[config.mk]
export PLATFORM = sky130hd
export DESIGN_NAME = life_gen_controller
export DESIGN_NICKNAME = d
export VERILOG_FILES = /design/src/rtl/life_gen_controller.sv
export SDC_FILE = /design/constraint.sdc
export NUM_CORES = 1
export LEC_CHECK = 0
export CORE_ASPECT_RATIO = 0.5
export CORE_MARGIN = 4
export CORE_UTILIZATION = 56
export CTS_BUF_LIST = sky130_fd_sc_hd__clkbuf_8
export CTS_CLUSTER_SIZE = 16
export DETAILED_ROUTE_END_ITERATION = 7
export HOLD_SLACK_MARGIN = 0.02
export PLACE_DENSITY = 0.88
export SLEW_MARGIN = 20
export SYNTH_ARGS = -nofsm -noshare
export SYNTH_HDL_FRONTEND = slang
export SYNTH_SLANG_ARGS = --single-unit
[constraint.sdc]
create_clock -name clock -period 3.36 [get_ports clock]
set_input_delay 0.504 -clock clock [delete_from_list [all_inputs] [get_ports clock]]
set_output_delay 0.504 -clock clock [all_outputs]
set_load 0.02 [all_outputs]
[src/rtl/life_gen_controller.sv]
// Game-of-Life sequencer: clear sweep, user loads, generation pacing and
// change-list drain onto the shared VGA plot and cell-store write ports.
module life_gen_controller #(
  parameter int         WIDTH        = 160,
  parameter int         HEIGHT       = 120,
  parameter int         GEN_PERIOD   = 5000000,
  parameter logic [2:0] ALIVE_COLOUR = 3'b111,
  parameter logic [2:0] DEAD_COLOUR  = 3'b000
) (
  input  logic        clock,
  input  logic        reset_n,
  input  logic        start,
  input  logic        step,
  input  logic        clear_req,
  input  logic        load_valid,
  input  logic [7:0]  load_x,
  input  logic [6:0]  load_y,
  output logic        load_ready,
  output logic        eng_start,
  input  logic        eng_done,
  input  logic        eng_empty,
  input  logic        chg_valid,
  input  logic [7:0]  chg_x,
  input  logic [6:0]  chg_y,
  input  logic        chg_alive,
  input  logic        chg_last,
  output logic        chg_ready,
  output logic        cell_we,
  output logic [7:0]  cell_x,
  output logic [6:0]  cell_y,
  output logic        cell_d,
  output logic        plot,
  output logic [7:0]  x,
  output logic [6:0]  y,
  output logic [2:0]  colour,
  output logic        busy,
  output logic [15:0] gen_count
);

  localparam int TW = (GEN_PERIOD > 1) ? $clog2(GEN_PERIOD + 1) : 1;
  localparam logic [TW-1:0] TL = TW'(GEN_PERIOD - 1);
  localparam logic [7:0] XL = 8'(WIDTH - 1);
  localparam logic [6:0] YL = 7'(HEIGHT - 1);
  localparam logic [8:0] WX = 9'(WIDTH);
  localparam logic [7:0] HY = 8'(HEIGHT);

  typedef enum logic [2:0] {
    S_CLEAR,
    S_IDLE,
    S_LOAD,
    S_COMPUTE,
    S_DRAIN
  } state_t;

  state_t state, state_n;

  logic          pending, pending_n;
  logic [TW-1:0] timer, timer_n;
  logic [15:0]   gen_n;
  logic          plot_n, cell_d_n, eng_start_n;
  logic [7:0]    x_n;
  logic [6:0]    y_n;
  logic [2:0]    colour_n;
  logic          load_ok, chg_ok;

  assign load_ok = ({1'b0, load_x} < WX) && ({1'b0, load_y} < HY);
  assign chg_ok  = ({1'b0, chg_x} < WX) && ({1'b0, chg_y} < HY);

  always_comb begin
    state_n     = state;
    pending_n   = pending | clear_req;
    timer_n     = (timer < TL) ? timer + TW'(1) : timer;
    gen_n       = gen_count;
    plot_n      = 1'b0;
    cell_d_n    = 1'b0;
    eng_start_n = 1'b0;
    x_n         = x;
    y_n         = y;
    colour_n    = 3'b000;
    unique case (state)
      S_CLEAR: begin
        colour_n = DEAD_COLOUR;
        // plot low here means the sweep has not emitted its first pixel yet
        if (!plot) begin
          plot_n = 1'b1;
          x_n    = '0;
          y_n    = '0;
        end else if (x == XL && y == YL) begin
          state_n   = S_IDLE;
          pending_n = 1'b0;
          gen_n     = '0;
        end else begin
          plot_n = 1'b1;
          if (x == XL) begin
            x_n = '0;
            y_n = y + 7'd1;
          end else begin
            x_n = x + 8'd1;
          end
        end
      end
      S_IDLE: begin
        if (pending) begin
          state_n  = S_CLEAR;
          plot_n   = 1'b1;
          x_n      = '0;
          y_n      = '0;
          colour_n = DEAD_COLOUR;
        end else if (load_valid && load_ready) begin
          state_n = S_LOAD;
          if (load_ok) begin
            plot_n   = 1'b1;
            x_n      = load_x;
            y_n      = load_y;
            cell_d_n = 1'b1;
            colour_n = ALIVE_COLOUR;
          end
        end else if (step || (start && timer >= TL)) begin
          state_n     = S_COMPUTE;
          eng_start_n = 1'b1;
          timer_n     = '0;
        end
      end
      S_LOAD: begin
        state_n = S_IDLE;
      end
      S_COMPUTE: begin
        if (eng_done) begin
          if (eng_empty) begin
            gen_n   = gen_count + 16'd1;
            state_n = S_IDLE;
          end else begin
            state_n = S_DRAIN;
          end
        end
      end
      S_DRAIN: begin
        if (chg_valid && chg_ready) begin
          if (chg_ok) begin
            plot_n   = 1'b1;
            x_n      = chg_x;
            y_n      = chg_y;
            cell_d_n = chg_alive;
            colour_n = chg_alive ? ALIVE_COLOUR : DEAD_COLOUR;
          end
          if (chg_last) begin
            gen_n   = gen_count + 16'd1;
            state_n = S_IDLE;
          end
        end
      end
      default: begin
        state_n = S_CLEAR;
      end
    endcase
  end

  always_ff @(posedge clock or negedge reset_n) begin
    if (!reset_n) begin
      state      <= S_CLEAR;
      pending    <= 1'b0;
      timer      <= '0;
      gen_count  <= '0;
      plot       <= 1'b0;
      cell_we    <= 1'b0;
      x          <= '0;
      y          <= '0;
      cell_x     <= '0;
      cell_y     <= '0;
      colour     <= '0;
      cell_d     <= 1'b0;
      eng_start  <= 1'b0;
      busy       <= 1'b0;
      load_ready <= 1'b0;
      chg_ready  <= 1'b0;
    end else begin
      state      <= state_n;
      pending    <= pending_n;
      timer      <= timer_n;
      gen_count  <= gen_n;
      plot       <= plot_n;
      cell_we    <= plot_n;
      x          <= x_n;
      y          <= y_n;
      cell_x     <= x_n;
      cell_y     <= y_n;
      colour     <= colour_n;
      cell_d     <= cell_d_n;
      eng_start  <= eng_start_n;
      busy       <= (state_n != S_IDLE);
      load_ready <= (state_n == S_IDLE) && !pending_n;
      chg_ready  <= (state_n == S_DRAIN);
    end
  end

endmodule
==> results.json <==
{
  "cts_root_buf": "clkbuf_8",
  "synth_area_leaders": "dfrtp_1 39%, o21ai_0 3.7%, a22oi_1 3.6%",
  "gp_congestion": 0.907,
  "fin_nets": 573,
  "drtIter0Drc": 430,
  "rows": 21,
  "tightest_slew_ns": 0.669,
  "start_util_pct": 59.7,
  "tns_ns": 0,
  "arrival_ns": 2.83,
  "skew_ns": 0.00997,
  "synth_top_area_cell": "dfrtp_1",
  "setup_viol_count_final": 0,
  "mappedNetlistNets": 495,
  "min_path_type": "input pin to asynchronous set/reset pin",
  "portBuffers": 96,
  "endpoint_kind": "flip-flop",
  "cts_sinks": 64,
  "wirelength_um": 11200,
  "slew_headroom_pct": 55.0,
  "overflow": 0,
  "muxShareOfSynthArea_pct": 0.484,
  "synth_top_family_by_area": "compound AO/OA/AOI/OAI gates",
  "synth-seq-area-share_pct": 38.7,
  "drc": 0,
  "ctsResizeCount": 0,
  "slew_violations": 0,
  "grt_pass1_vias": 3738,
  "grt_max_degree": 46,
  "synth_compound_area_share_pct": 27.6,
  "synth_top_area_share_pct": 38.7,
  "p_leak_nw": 2.07,
  "dieArea_um2": 8910,
  "die_y_um": 68.8,
  "postCtsSetupBuffers": 0,
  "clkTransAtPathRegs_ns": 0.07,
  "synth_xor_area_share_pct": 1.06,
  "clock_path_buffers": 2,
  "clock_latency_ns": 0.34,
  "async_reset_ff_share_pct": 100,
  "yosysUniqueCellTypes": 70,
  "critPathLaunchType": "flip-flop",
  "ys_warn_count": 0,
  "cts_made_buffers": 9,
  "rsz0062_at_grt": "false",
  "synthSimpleGateAreaFrac_pct": 23.9,
  "crit_fanout": 12,
  "io_pins": 97,
  "required_ns": 3.62,
  "area_growth_pct": 25.6,
  "fmax_mhz": 390,
  "via_per_inst": 6.54,
  "critPathKind": "flip-flop to flip-flop",
  "instances_no_fill": 623,
  "synthCells": 450,
  "fillCellCount": 518,
  "htreeDepth": 3,
  "core_um2": 6940,
  "cts_hold_buf": 0,
  "ys_ff_latch": 64,
  "drt_pass1_iterations": 7,
  "syn_area_per_cell_um2": 9.20,
  "hpwl_um": 8160,
  "antenna_found_initial": 0,
  "finalCritPeriodShare_pct": 76.3,
  "status": "finished clean",
  "die_x_um": 130,
  "dp_cells": 608,
  "hold_viol_final": 0,
  "vias": 4076,
  "drtAntennaViolNets": 0,
  "peakVddDrop_uv": 221,
  "powerDensity_nw_per_um2": 275,
  "synthAdderAreaFrac_pct": 1.21,
  "post_drt_wl_per_cell_um": 18.0,
  "min_period_ns": 2.56,
  "max-cap-violations": 0,
  "grt_pass1_wl_um": 18100,
  "drive_gt1_share_pct": 6.78,
  "netlist_area_um2": 4140,
  "diodes": 0,
  "seq_area_um2": 1600,
  "synth_edf_count": 0,
  "multi_input_area_um2": 2250,
  "synth_ff_type": "dfrtp_1",
  "grtUsageTotal_pct": 25.9,
  "cts_tree": "built"
}
-- cells in the final DEF, fill, tap and decap left out, types with 3 or more instances in the layout --
master and n:
clkdlybuf4s50_1 95, dfrtp_1 64, nand2_1 34, o21ai_0 31, nor2_1 22, nand3_1 20
a22oi_1 20, inv_1 15, o31ai_1 15, a21oi_1 14, or4_1 12, and3_1 11
nand4_1 11, nor3_1 10, clkbuf_8 10, buf_4 10, and2_1 8, nand2b_1 7
a22o_1 7, and4_1 6, nor3b_1 6, o2bb2ai_1 6, a2bb2oi_1 5, o41ai_1 5
a222oi_1 5, a221o_1 4, o211ai_1 4, o21a_1 4, a21o_1 4, ha_1 4
nor4_1 3, or3_1 3, o311ai_0 3, xor2_1 3
-- worst max-delay path: stages (launching register included) --
cell and delay [ns]:
dfrtp_1 0.43, ha_1 0.26, nand4_1 0.31, nor4_4 0.48, a21oi_1 0.20, clkbuf_4 0.27
nor4_1 0.30, mux2i_1 0.22
-- synth_stat cells, drive strengths merged (8+ instances only) --
| cell type | n |
|---|---|
| dfrtp | 64 |
| nand2 | 34 |
| o21ai | 34 |
| buf | 30 |
| nor2 | 24 |
| a22oi | 22 |
| nand3 | 20 |
| o31ai | 15 |
| a21oi | 14 |
| inv | 13 |
| or4 | 13 |
| and3 | 11 |
| nand4 | 11 |
| nor3 | 10 |
| clkbuf | 9 |
| and2 | 8 |
-- through the flow --
stage | hold slack [ns] | total power, W | utilization, % | cell area, um2 | setup WS, ns
6_report | 0.167 | 0.00143 | 74.9 | 5200 | 0.796
4_1_cts | 0.365 | 0.00145 | 74.8 | 5190 | 0.789
2_1_floorplan | 0.208 | 0.000816 | - | 4140 | 1.12
5_1_grt | 0.203 | 0.00148 | 74.9 | 5200 | 0.583
3_5_place_dp | 0.508 | 0.000902 | 72.6 | 5030 | 0.800
3_3_place_gp | 0.480 | 0.000900 | 72.6 | 5030 | 0.876
-- power by group --
| group | internal, W | switching (W) | total [W] |
|---|---|---|---|
| registers | 0.000776 | 0.00000629 | 0.000782 |
| logic | 0.0000577 | 0.0000480 | 0.000106 |
| clock network | 0.000270 | 0.000273 | 0.000543 |
-- state kept, by name (all words and copies together) (netlist names) --
name and cells:
state 3, x 8, load_ready 1, plot 1
y 7, timer 23, busy 1, chg_ready 1
pending 1, gen_count 16, eng_start 1, colour 1
-- cells by family after synthesis --
group,Yosys count
AO/OA/AOI/OAI,153
XOR/XNOR,5
adder cells (fa/ha/maj),4
buffers and inverters,52
flip-flops,64
multiplexers,2
AND/OR/NAND/NOR,170
-- metal layers --
layer / vias up / share of wire (%) / track usage [%] / wire, um
met1: 1965 / 44 / 33.5 / 4950
met5: - / 0 / 0 / 0
li1: 1911 / - / - / -
met4: 0 / 1.4 / 9.07 / 163
met3: 21 / 7.7 / 5.77 / 862
met2: 179 / 47 / 43.8 / 5270
-- area by class of cell --
cell class	count	share of cell area, %
Multi-Input combinational cell	334	43.2
Clock buffer	10	2.65
Inverter	13	0.939
Tap cell	92	2.21
Timing Repair Buffer	106	19.9
Sequential cell	64	30.8
Clock inverter	4	0.313
-- path summary, 6_finish.rpt --
check,depth (start not counted),startpoint,to,slack [ns]
hold reg to reg,1,gen_count[15]$_DFFE_PN0P_,gen_count[15]$_DFFE_PN0P_,0.53
max in group asynchronous,2,reset_n,gen_count[6]$_DFFE_PN0P_,2.61
min in group clock,1,gen_count[15]$_DFFE_PN0P_,gen_count[15]$_DFFE_PN0P_,0.53
setup / recovery,7,x[0]$_DFFE_PN0P_,gen_count[14]$_DFFE_PN0P_,0.80
setup reg to reg,7,x[0]$_DFFE_PN0P_,gen_count[14]$_DFFE_PN0P_,0.80
hold / removal,1,reset_n,timer[14]$_DFF_PN0_,0.17
No activity file was read; power rests on OpenSTA's default activity.
